--- config.mk ---
export PLATFORM = sky130hd
export DESIGN_NAME = led_panel_scan_ctrl_flat
export DESIGN_NICKNAME = d
export VERILOG_FILES = /design/src/rtl/led_panel_scan_ctrl_if.sv /design/src/rtl/led_panel_scan_ctrl.sv /design/src/flat_wrapper.sv
export SDC_FILE = /design/constraint.sdc
export NUM_CORES = 1
export LEC_CHECK = 0
export CAP_MARGIN = 20
export CORE_UTILIZATION = 45
export CTS_BUF_LIST = sky130_fd_sc_hd__clkbuf_4
export DETAILED_ROUTE_END_ITERATION = 8
export PLACE_DENSITY = 0.73
export RECOVER_POWER = 25
export SLEW_MARGIN = 30
export SYNTH_ARGS = -nofsm -noshare
export SYNTH_HDL_FRONTEND = slang
export SYNTH_SLANG_ARGS = --single-unit
export TNS_END_PERCENT = 100
--- constraint.sdc ---
create_clock -name clk -period 2.1 [get_ports clk]
set_clock_uncertainty 0.15 [all_clocks]
set_input_delay 0.21 -clock clk [delete_from_list [all_inputs] [get_ports clk]]
set_output_delay 0.21 -clock clk [all_outputs]
set_load 0.05 [all_outputs]
--- src/rtl/led_panel_scan_ctrl_if.sv ---
// Pixel fetch bus between the scan sequencer (master) and the frame source (slave).
// Latency: none, wires only; the master holds a request until the slave answers with pix_valid.
// Backpressure: the slave stalls by withholding pix_valid; pix_valid without pix_req is ignored.
interface led_panel_scan_ctrl_if #(
  parameter int COL_W   = 5,
  parameter int PLANE_W = 1
);
  logic               pix_req;
  logic [COL_W-1:0]   pix_col;
  logic [2:0]         pix_row;
  logic [PLANE_W-1:0] pix_plane;
  logic               pix_valid;
  logic [2:0]         pix_rgb;

  modport master (
    output pix_req, pix_col, pix_row, pix_plane,
    input  pix_valid, pix_rgb
  );

  modport slave (
    input  pix_req, pix_col, pix_row, pix_plane,
    output pix_valid, pix_rgb
  );
endinterface

--- src/rtl/led_panel_scan_ctrl.sv ---
// LED panel scan sequencer: fetches each row per bit plane, shifts it out, latches it and shows it with BCM.
// Latency: 2 cycles minimum per pixel; panel strobes and blank trail the state register by one cycle.
// Backpressure: pix_req holds column/row/plane stable until pix_valid; the scan waits indefinitely.
module led_panel_scan_ctrl #(
  parameter int COLS      = 32,
  parameter int PLANES    = 2,
  parameter int BASE_HOLD = 4
) (
  input  logic                 clk,
  input  logic                 reset,
  input  logic                 enable,
  input  logic [2:0]           rowmax_in,
  led_panel_scan_ctrl_if.master pix,
  output logic                 red_out,
  output logic                 green_out,
  output logic                 blue_out,
  output logic                 sclk_out,
  output logic                 latch_out,
  output logic                 blank_out,
  output logic                 aclk_out,
  output logic                 arst_out,
  output logic                 frame_start
);
  localparam int COL_W    = $clog2(COLS);
  localparam int PLANE_W  = (PLANES > 1) ? $clog2(PLANES) : 1;
  localparam int HOLD_MAX = BASE_HOLD << (PLANES - 1);
  localparam int HOLD_W   = (HOLD_MAX > 1) ? $clog2(HOLD_MAX) : 1;

  typedef enum logic [2:0] {
    IDLE    = 3'd0,
    ROWRST  = 3'd1,
    FETCH   = 3'd2,
    SCLK    = 3'd3,
    LATCH   = 3'd4,
    SHOW    = 3'd5,
    ADVANCE = 3'd6
  } state_t;

  state_t             state_q, state_d;
  logic [COL_W-1:0]   col_q, col_d;
  logic [2:0]         row_q, row_d;
  logic [PLANE_W-1:0] plane_q, plane_d;
  logic [2:0]         rowmax_q, rowmax_d;
  logic [HOLD_W-1:0]  hold_q, hold_d;
  logic [2:0]         rgb_q, rgb_d;
  logic               pix_req_q, pix_req_d;
  logic               sclk_q, sclk_d;
  logic               latch_q, latch_d;
  logic               blank_q, blank_d;
  logic               aclk_q, aclk_d;
  logic               arst_q, arst_d;
  logic               frame_q, frame_d;
  logic [31:0]        hold_last;

  // Next-state, counters and registered output values.
  always_comb begin
    state_d   = state_q;
    col_d     = col_q;
    row_d     = row_q;
    plane_d   = plane_q;
    rowmax_d  = rowmax_q;
    hold_d    = hold_q;
    rgb_d     = rgb_q;
    hold_last = (32'(BASE_HOLD) << plane_q) - 32'd1;

    unique case (state_q)
      IDLE: begin
        if (enable) state_d = ROWRST;
      end
      ROWRST: begin
        row_d    = 3'd0;
        col_d    = '0;
        plane_d  = '0;
        rowmax_d = rowmax_in;
        state_d  = FETCH;
      end
      FETCH: begin
        // pix_req is always high here, so a valid is a genuine handshake
        if (pix.pix_valid) begin
          rgb_d   = pix.pix_rgb;
          state_d = SCLK;
        end
      end
      SCLK: begin
        if (col_q == COL_W'(COLS - 1)) begin
          col_d   = '0;
          state_d = LATCH;
        end else begin
          col_d   = col_q + COL_W'(1);
          state_d = FETCH;
        end
      end
      LATCH: begin
        hold_d  = '0;
        state_d = SHOW;
      end
      SHOW: begin
        if (32'(hold_q) == hold_last) begin
          hold_d = '0;
          if (32'(plane_q) < PLANES - 1) begin
            plane_d = plane_q + PLANE_W'(1);
            state_d = FETCH;
          end else begin
            plane_d = '0;
            if (!enable)                 state_d = IDLE;
            else if (row_q == rowmax_q)  state_d = ROWRST;
            else                         state_d = ADVANCE;
          end
        end else begin
          hold_d = hold_q + HOLD_W'(1);
        end
      end
      ADVANCE: begin
        row_d   = row_q + 3'd1;
        state_d = FETCH;
      end
      default: state_d = IDLE;
    endcase

    // Request follows the next state so the handshake edge drops it at once.
    pix_req_d = (state_d == FETCH);
    // Strobes lag the state by a cycle: shifted data leads sclk by one cycle.
    sclk_d    = (state_q == SCLK);
    latch_d   = (state_q == LATCH);
    blank_d   = (state_q != SHOW);
    aclk_d    = (state_q == ADVANCE);
    arst_d    = (state_q == ROWRST);
    frame_d   = (state_q == ROWRST);
  end

  // State and output registers; reset darkens the panel immediately.
  always_ff @(posedge clk or negedge reset) begin
    if (!reset) begin
      state_q   <= IDLE;
      col_q     <= '0;
      row_q     <= 3'd0;
      plane_q   <= '0;
      rowmax_q  <= 3'd0;
      hold_q    <= '0;
      rgb_q     <= 3'd0;
      pix_req_q <= 1'b0;
      sclk_q    <= 1'b0;
      latch_q   <= 1'b0;
      blank_q   <= 1'b1;
      aclk_q    <= 1'b0;
      arst_q    <= 1'b0;
      frame_q   <= 1'b0;
    end else begin
      state_q   <= state_d;
      col_q     <= col_d;
      row_q     <= row_d;
      plane_q   <= plane_d;
      rowmax_q  <= rowmax_d;
      hold_q    <= hold_d;
      rgb_q     <= rgb_d;
      pix_req_q <= pix_req_d;
      sclk_q    <= sclk_d;
      latch_q   <= latch_d;
      blank_q   <= blank_d;
      aclk_q    <= aclk_d;
      arst_q    <= arst_d;
      frame_q   <= frame_d;
    end
  end

  assign pix.pix_req   = pix_req_q;
  assign pix.pix_col   = col_q;
  assign pix.pix_row   = row_q;
  assign pix.pix_plane = plane_q;

  assign red_out     = rgb_q[0];
  assign green_out   = rgb_q[1];
  assign blue_out    = rgb_q[2];
  assign sclk_out    = sclk_q;
  assign latch_out   = latch_q;
  assign blank_out   = blank_q;
  assign aclk_out    = aclk_q;
  assign arst_out    = arst_q;
  assign frame_start = frame_q;
endmodule
--- src/flat_wrapper.sv ---
// flat-port wrapper written by rule: the top's interface ports become plain ports
module led_panel_scan_ctrl_flat 
#(
  parameter int COLS      = 32,
  parameter int PLANES    = 2,
  parameter int BASE_HOLD = 4
)
  (clk, reset, enable, rowmax_in, red_out, green_out, blue_out, sclk_out, latch_out, blank_out, aclk_out, arst_out, frame_start, pix_pix_req, pix_pix_col, pix_pix_row, pix_pix_plane, pix_pix_valid, pix_pix_rgb);
  led_panel_scan_ctrl_if pix_i ();
  input  logic clk;
  input  logic reset;
  input  logic enable;
  input  logic [2:0] rowmax_in;
  output logic red_out;
  output logic green_out;
  output logic blue_out;
  output logic sclk_out;
  output logic latch_out;
  output logic blank_out;
  output logic aclk_out;
  output logic arst_out;
  output logic frame_start;
  output wire logic [$bits(pix_i.pix_req)-1:0] pix_pix_req;
  output wire logic [$bits(pix_i.pix_col)-1:0] pix_pix_col;
  output wire logic [$bits(pix_i.pix_row)-1:0] pix_pix_row;
  output wire logic [$bits(pix_i.pix_plane)-1:0] pix_pix_plane;
  input wire logic [$bits(pix_i.pix_valid)-1:0] pix_pix_valid;
  input wire logic [$bits(pix_i.pix_rgb)-1:0] pix_pix_rgb;
  assign pix_pix_req = pix_i.pix_req;
  assign pix_pix_col = pix_i.pix_col;
  assign pix_pix_row = pix_i.pix_row;
  assign pix_pix_plane = pix_i.pix_plane;
  assign pix_i.pix_valid = pix_pix_valid;
  assign pix_i.pix_rgb = pix_pix_rgb;
  led_panel_scan_ctrl #(.COLS(COLS), .PLANES(PLANES), .BASE_HOLD(BASE_HOLD)) u_core (.clk(clk), .reset(reset), .enable(enable), .rowmax_in(rowmax_in), .pix(pix_i), .red_out(red_out), .green_out(green_out), .blue_out(blue_out), .sclk_out(sclk_out), .latch_out(latch_out), .blank_out(blank_out), .aclk_out(aclk_out), .arst_out(arst_out), .frame_start(frame_start));
endmodule
### Word-level counts from Yosys, hierarchy flattened

Cells that the tools add are included.

* register bits after elaboration: 27
* latch bits: 0
* memory bits (writable): 0
* bits in read-only memories: 0
* output and inout bits: 19
* word-level logic and storage cells: 56
* memories kept: 0

* add/sub/neg operators: 5
* $mul: 0
* divide/modulo/power cells: 0
* order comparisons: 1
* equal/unequal tests: 12
* shift operators: 1
* multiplexer cells: 16
* bitwise gates (word level): 0
* reductions and logical operators: 8

Operators with widths (count)
* == test 3 x 32 -> 1 bit: 1
* left shift 3 x 1 -> 32 bit (first input constant): 1
* subtractor 32 x 1 -> 32 bit (second input constant): 1
* two-way mux 3 bit: 8
* case mux 3 bit (6 select lines): 1
* case mux 3 bit (2 select lines): 2
* case mux 5 bit (2 select lines): 1
* == test 3 x 2 -> 1 bit (second input constant): 3
* == test 3 bit (second input constant): 3
* nonzero test 2 bit: 4
* adder 3 x 1 -> 3 bit (second input constant): 2
* adder 5 x 1 -> 5 bit (second input constant): 1
* == test 5 bit (second input constant): 1
* two-way mux 5 bit: 1
* AND reduction 2 bit: 2
* == test 3 x 1 -> 1 bit (second input constant): 1
* == test 3 bit: 1
* zero test 3 bit: 1
* != test 3 bit (second input constant): 1
* two-way mux 1 bit: 2
* != test 2 x 1 -> 1 bit (second input constant): 1
* case mux 1 bit (2 select lines): 1
* OR reduction 2 bit: 1
* adder 1 bit (second input constant): 1
* < comparator 1 bit (second input constant): 1

### Depth between registers and ports, before layout

Gate-level depths: netlist (run 1).

* depth after elaboration: 7
* mapped depth: 7
* gate-level depth less buffers: 7

### Worst setup path before layout (run 1)

Ideal clock, no wire load.

* path kind: reg2reg
* start point: reg u_core.col_q[1] (netlist: u_core.pix.pix_col[1])
* end point: reg u_core.pix_req_q (netlist: u_core.pix.pix_req)
* library setup time: 0.121 ns
* arrival time: 1.852 ns
* data required time: 1.829 ns
* slack: -0.023 ns
* cell stages (with the launch flop): 8
* path buffers: 0
* period minus slack after synthesis: 2.123 ns
* path through: dfrtp_1 > ha_1 > and3_1 > ha_1 > and2_1 > o21ai_0 > a311o_1 > and4b_1

* longest elaborated chain between the ends: 4

RTL lines
* from (decl): line led_panel_scan_ctrl.sv:40 `logic [COL_W-1:0] col_q, col_d;`
* from (signal assigned): line led_panel_scan_ctrl.sv:150 `col_q <= col_d;`
* == test 5 bit: line led_panel_scan_ctrl.sv:85 `if (col_q == COL_W'(COLS - 1)) begin`
* two-way mux 3 bit: line led_panel_scan_ctrl.sv:85
* case mux 3 bit (6 select lines): line led_panel_scan_ctrl.sv:66 `unique case (state_q)`
* named net u_core.state_d[1]: line led_panel_scan_ctrl.sv:39 `state_t state_q, state_d;`
* == test 3 x 2 -> 1 bit: line led_panel_scan_ctrl.sv:121 `pix_req_d = (state_d == FETCH);`
* named net u_core.pix_req_d: line led_panel_scan_ctrl.sv:46 `logic pix_req_q, pix_req_d;`
* to (signal assigned): line led_panel_scan_ctrl.sv:156 `pix_req_q <= pix_req_d;`
* to (decl): line led_panel_scan_ctrl.sv:46

The timed path passes the listed nets, and every way through them passes these cells.
A chain may end at the register's enable or synchronous reset.

### Worst setup path after layout (run 1)

* start point: reg u_core.plane_q (netlist: u_core.pix.pix_plane)
* end point: out pix_pix_plane

RTL lines
* from (decl): line led_panel_scan_ctrl.sv:42 `logic [PLANE_W-1:0] plane_q, plane_d;`
* from (signal assigned): line led_panel_scan_ctrl.sv:152 `plane_q <= plane_d;`
* to (decl): line flat_wrapper.sv:26 `output wire logic [$bits(pix_i.pix_plane)-1:0] pix_pix_plane;`

No word-level cell between the ends.

==> results of run 1 <==
## cell usage after synthesis, types with 3 or more instances
cell / n / area, um^2
buf_2: 3 / 15.0
dfrtp_1: 26 / 651
ha_1: 4 / 50.1
inv_1: 3 / 11.3
mux2_2: 8 / 90.1
nand2_1: 7 / 26.3
nand2b_1: 5 / 31.3
nor2_1: 11 / 41.3
o21ai_0: 11 / 55.1
xnor2_1: 3 / 26.3
## metal layers
metal | up-vias | wire, um | global-route usage
li1 | 458 | - | -
met1 | 434 | 1130 | 0.258
met2 | 21 | 1140 | 0.295
met3 | 6 | 97 | 0.0333
met4 | 0 | 40 | 0.0983
met5 | - | 0 | 0
## flip-flops by register name, indices dropped and copies added, names as in the netlist, 3 cells and up
register	cells
u_core.rgb_q	3
u_core.pix.pix_row	3
u_core.state_q	3
u_core.pix.pix_col	5
u_core.rowmax_q	3
u_core.hold_q	3
## worst paths after layout
check                                                  startpoint                        endpoint  slack (ns)  depth (start not counted)
worst max-delay path             u_core.pix.pix_plane$_DFFE_PN0P_                   pix_pix_plane        0.08                          1
worst min-delay path                                        reset    u_core.hold_q[2]$_DFFE_PN0P_        0.17                          2
worst max register to register  u_core.pix.pix_col[0]$_DFFE_PN0P_    u_core.pix.pix_req$_DFF_PN0_        0.12                          7
worst min register to register       u_core.hold_q[1]$_DFFE_PN0P_    u_core.hold_q[1]$_DFFE_PN0P_        0.36                          2
max in group asynchronous                                   reset      u_core.blank_out$_DFF_PN1_        1.33                          2
min in group clk                                     rowmax_in[2]  u_core.rowmax_q[2]$_DFFE_PN0P_        0.35                          2
## cell families after synthesis
logic type	count (synthesis)
flip-flops	27
adder cells (fa/ha/maj)	4
AND/OR/NAND/NOR	37
XOR/XNOR	5
buffers and inverters	9
AO/OA/AOI/OAI	23
multiplexers	8
## through the flow
stage	instance area, um^2	util	worst slack, ns	cells	hold WS (ns)
floorplan	1240	-	0.145	113	-0.236
global placement	1550	0.611	0.264	169	0.321
detailed placement	1550	0.611	0.179	169	0.336
CTS	1580	0.622	0.0765	173	0.108
global route	1580	0.622	0.0112	173	0.224
finish	1580	0.622	0.0849	173	0.168
## final cells by class
class,count,area (um^2)
clock buffers,4,30.0
fillers,206,961
inverters,4,15.0
multi-input cells,77,519
flip-flops and latches,27,679
well taps,30,37.5
repair buffers,31,303
## where the power goes
group	internal, W	leakage, nW	switching, W
clock	0.0000870	0.0184	0.000144
combinational	0.000368	0.345	0.000566
sequential	0.000667	0.345	0.000113
==> results.json, run 1 <==
{
  "overflow": 0,
  "yosysUniqueCellTypes": 33,
  "min_period_ns": 2.02,
  "muxShareOfSynthArea": 0.0726,
  "wl_per_cell_um": 13.9,
  "numPortBuffers": 28,
  "vias": 919,
  "finalSetupTns_ns": 0,
  "rows": 18,
  "cts_resized": 0,
  "core_area_um2": 2540,
  "grt_max_degree": 28,
  "track_usage": 0.192,
  "yosys.area_share.simple": 0.156,
  "syn_nets": 127,
  "synthXorXnorAreaFrac": 0.0353,
  "synth_edf_count": 0,
  "path_clk_slew_ns": 0.14,
  "arrival_ns": 1.66,
  "wl_um": 2400,
  "drtIter0Drc": 16,
  "critPathTopFamily": "buffers and inverters",
  "avgSynthCellArea_um2": 11.0,
  "crit_fanout": 8,
  "netlist_instances": 113,
  "crit_chain": "clkdlybuf4s50_1",
  "rsz0062_at_grt": "false",
  "clockRootBuffer": "clkbuf_4",
  "cts-buffers-inserted": 3,
  "dr.pass1.iters": 4,
  "final_nets": 158,
  "mostFrequentLayoutCells": "clkdlybuf4s50_1, dfrtp_1, nor2_1, o21ai_0, mux2_2",
  "yosys_warnings": 0,
  "p_leak_nw": 0.709,
  "gp_congestion": 0.863,
  "cts_num_sinks": 27,
  "synth_compound_area_frac": 0.114,
  "end_kind": "output pin",
  "worstHoldPathType": "input pin to asynchronous set/reset pin",
  "post-route-drc-count": 0,
  "total_power_w": 0.00195,
  "mostFrequentLayoutCell": "clkdlybuf4s50_1",
  "critPathKind": "flop to output pin",
  "grt_pass1_wl_um": 4000,
  "cts_hold_buf": 0,
  "drive_above_1_share": 0.147,
  "setup_violations": 0,
  "synth_top_family_by_area": "simple AND/OR/NAND/NOR gates",
  "hpwl_um": 1790,
  "vdd_drop_max_uv": 864,
  "ys.flop_type": "dfrtp_1",
  "fp.dieArea_um2": 2970,
  "diodes": 0,
  "cp_slowest_cell": "clkdlybuf4s50_1",
  "tightest_slew_ns": 0.499,
  "insertion_delay_ns": 0.31,
  "syn_area_um2": 1240,
  "worst_setup_path_start_kind": "flop",
  "antenna_found_initial": 0,
  "slowest_delay_ns": 0.85,
  "htreeDepth": 1,
  "ant_nets": 0,
  "io_pins": 29,
  "cap_violations": 0,
  "yosys.area_share.adder": 0.0403,
  "start_util": 0.488,
  "finalMaxSlewViolations": 0,
  "cp_data_required_time_ns": 1.74,
  "status": "completed",
  "chipHeight_um": 54.5,
  "powerDensity_nw_per_um2": 1230,
  "maxSlewHeadroom": 0.666,
  "ys_seq_area_frac": 0.545,
  "cts_setup_buffers": 0,
  "die_x_um": 54.5,
  "cts_tree": "yes",
  "post-route-period-util": 0.960,
  "ys_seq_elements": 27,
  "grt_pass1_vias": 913,
  "clock.fmax_mhz": 496,
  "vias_per_cell": 5.31,
  "synthArstFlopShare": 1.00,
  "hold_violations": 0,
  "crit_buf_inv": 1,
  "syn2layout_area_growth_pct": 27.6,
  "cts_buffer_depth": 2
}
(Power assumes the default switching activity.)
==> run 2, diff against run 1 <==
CAP_MARGIN = 30   (was 20)
SETUP_SLACK_MARGIN = 0.05   (was not set)
==> results.json, run 2 (synthesized netlist as in run 1, its figures left out) <==
{
  "finalSetupTns_ns": 0,
  "crit_fanout": 6,
  "path_clk_slew_ns": 0.14,
  "dr.pass1.iters": 4,
  "cts-buffers-inserted": 3,
  "post-route-drc-count": 0,
  "drive_above_1_share": 0.174,
  "numPortBuffers": 28,
  "hold_violations": 0,
  "cp_slowest_cell": "clkdlybuf4s50_1",
  "finalMaxSlewViolations": 0,
  "rsz0062_at_grt": "false",
  "setup_violations": 0,
  "largest_reg_flops": 5,
  "arrival_ns": 1.62,
  "slowest_delay_ns": 0.84,
  "pre_cts_ws_ns": 0.179,
  "worst_setup_path_start_kind": "flop",
  "end_kind": "output pin",
  "diodes": 0,
  "gp_congestion": 0.863,
  "cp_data_required_time_ns": 1.74,
  "overflow": 0,
  "crit_chain": "clkdlybuf4s50_1",
  "hpwl_um": 1790,
  "post-route-period-util": 0.941,
  "chipHeight_um": 54.5,
  "cts_hold_buf": 0,
  "grt_pass1_wl_um": 4000,
  "cts_buffer_depth": 2,
  "wl_um": 2490,
  "worstHoldPathType": "input pin to asynchronous set/reset pin",
  "start_util": 0.488,
  "critPathTopFamily": "buffers and inverters",
  "critPathKind": "flop to output pin",
  "track_usage": 0.192,
  "layout_setup_ws_ns": 0.123,
  "p_leak_nw": 0.746,
  "vias": 944,
  "syn2layout_area_growth_pct": 30.2,
  "drtIter0Drc": 12,
  "maxSlewHeadroom": 0.663,
  "grt_max_degree": 28,
  "fill_cells": 200,
  "antenna_found_initial": 0,
  "grt_pass1_vias": 913,
  "cts_tree": "yes",
  "final_nets": 159,
  "cts_num_sinks": 27,
  "htreeDepth": 1,
  "insertion_delay_ns": 0.31,
  "clock.fmax_mhz": 506,
  "tightest_slew_ns": 0.504,
  "min_period_ns": 1.98,
  "core_area_um2": 2540,
  "powerDensity_nw_per_um2": 1230,
  "total_power_w": 0.00199,
  "rows": 18,
  "ant_nets": 0,
  "wl_per_cell_um": 14.3,
  "status": "completed",
  "io_pins": 29,
  "crit_buf_inv": 1,
  "die_x_um": 54.5,
  "vdd_drop_max_uv": 888,
  "clockRootBuffer": "clkbuf_4",
  "mostFrequentLayoutCells": "clkdlybuf4s50_1, dfrtp_1, o21ai_0, nor2_1, mux2_2",
  "cap_violations": 0,
  "fp.dieArea_um2": 2970,
  "vias_per_cell": 5.43
}
[run 2: timing repair]
item | 4_1_cts | 5_1_grt
buffers inserted | 0 | 1
endpoints found under the setup margin | 0 | 5
resized for setup | 0 | 7
[run 2: per-stage QoR]
step	std cells	instance area [um^2]	utilization	hold WS, ns
3_5_place_dp	169	1550	0.611	0.336
4_1_cts	173	1580	0.622	0.108
6_report	174	1620	0.635	0.170
5_1_grt	174	1620	0.635	0.224
3_3_place_gp	169	1550	0.611	0.321
2_1_floorplan	113	1240	-	-0.236
[run 2: area by class of cell]
cell class                      count  area, um^2  share of cell area
Inverter                            4        15.0             0.00929
Clock buffer                        4        30.0              0.0186
Timing Repair Buffer               32         318               0.197
Multi-Input combinational cell     77         537               0.332
Sequential cell                    27         679               0.420
Tap cell                           30        37.5              0.0232
[run 2: power by group]
| part | switching, W | internal, W | total, W |
|---|---|---|---|
| combinational | 0.000580 | 0.000393 | 0.000972 |
| clock | 0.000144 | 0.0000870 | 0.000231 |
| sequential | 0.000120 | 0.000667 | 0.000787 |
[run 2: path summary, 6_finish.rpt]
path,start,endpoint,slack (ns),cells past startpoint
max in group asynchronous,reset,u_core.blank_out$_DFF_PN1_,1.33,2
min in group clk,rowmax_in[2],u_core.rowmax_q[2]$_DFFE_PN0P_,0.35,2
worst max-delay path,u_core.pix.pix_col[2]$_DFFE_PN0P_,pix_pix_col[2],0.12,1
worst min-delay path,reset,u_core.hold_q[2]$_DFFE_PN0P_,0.17,2
worst max register to register,u_core.pix.pix_col[1]$_DFFE_PN0P_,u_core.pix.pix_req$_DFF_PN0_,0.16,7
worst min register to register,u_core.hold_q[1]$_DFFE_PN0P_,u_core.hold_q[1]$_DFFE_PN0P_,0.36,2
[run 2: metal layers]
metal	GRT usage	up-vias	wire [um]
met2	0.295	27	1180
li1	-	460	-
met4	0.0983	0	40
met3	0.0333	6	116
met5	0	-	0
met1	0.258	451	1150
==> run 3, diff against run 2 <==
ABC_CLOCK_PERIOD_IN_PS = 2100   (was not set)
==> results of run 3 <==
No change in the layout: final DEF, timing and power equal those of run 2.
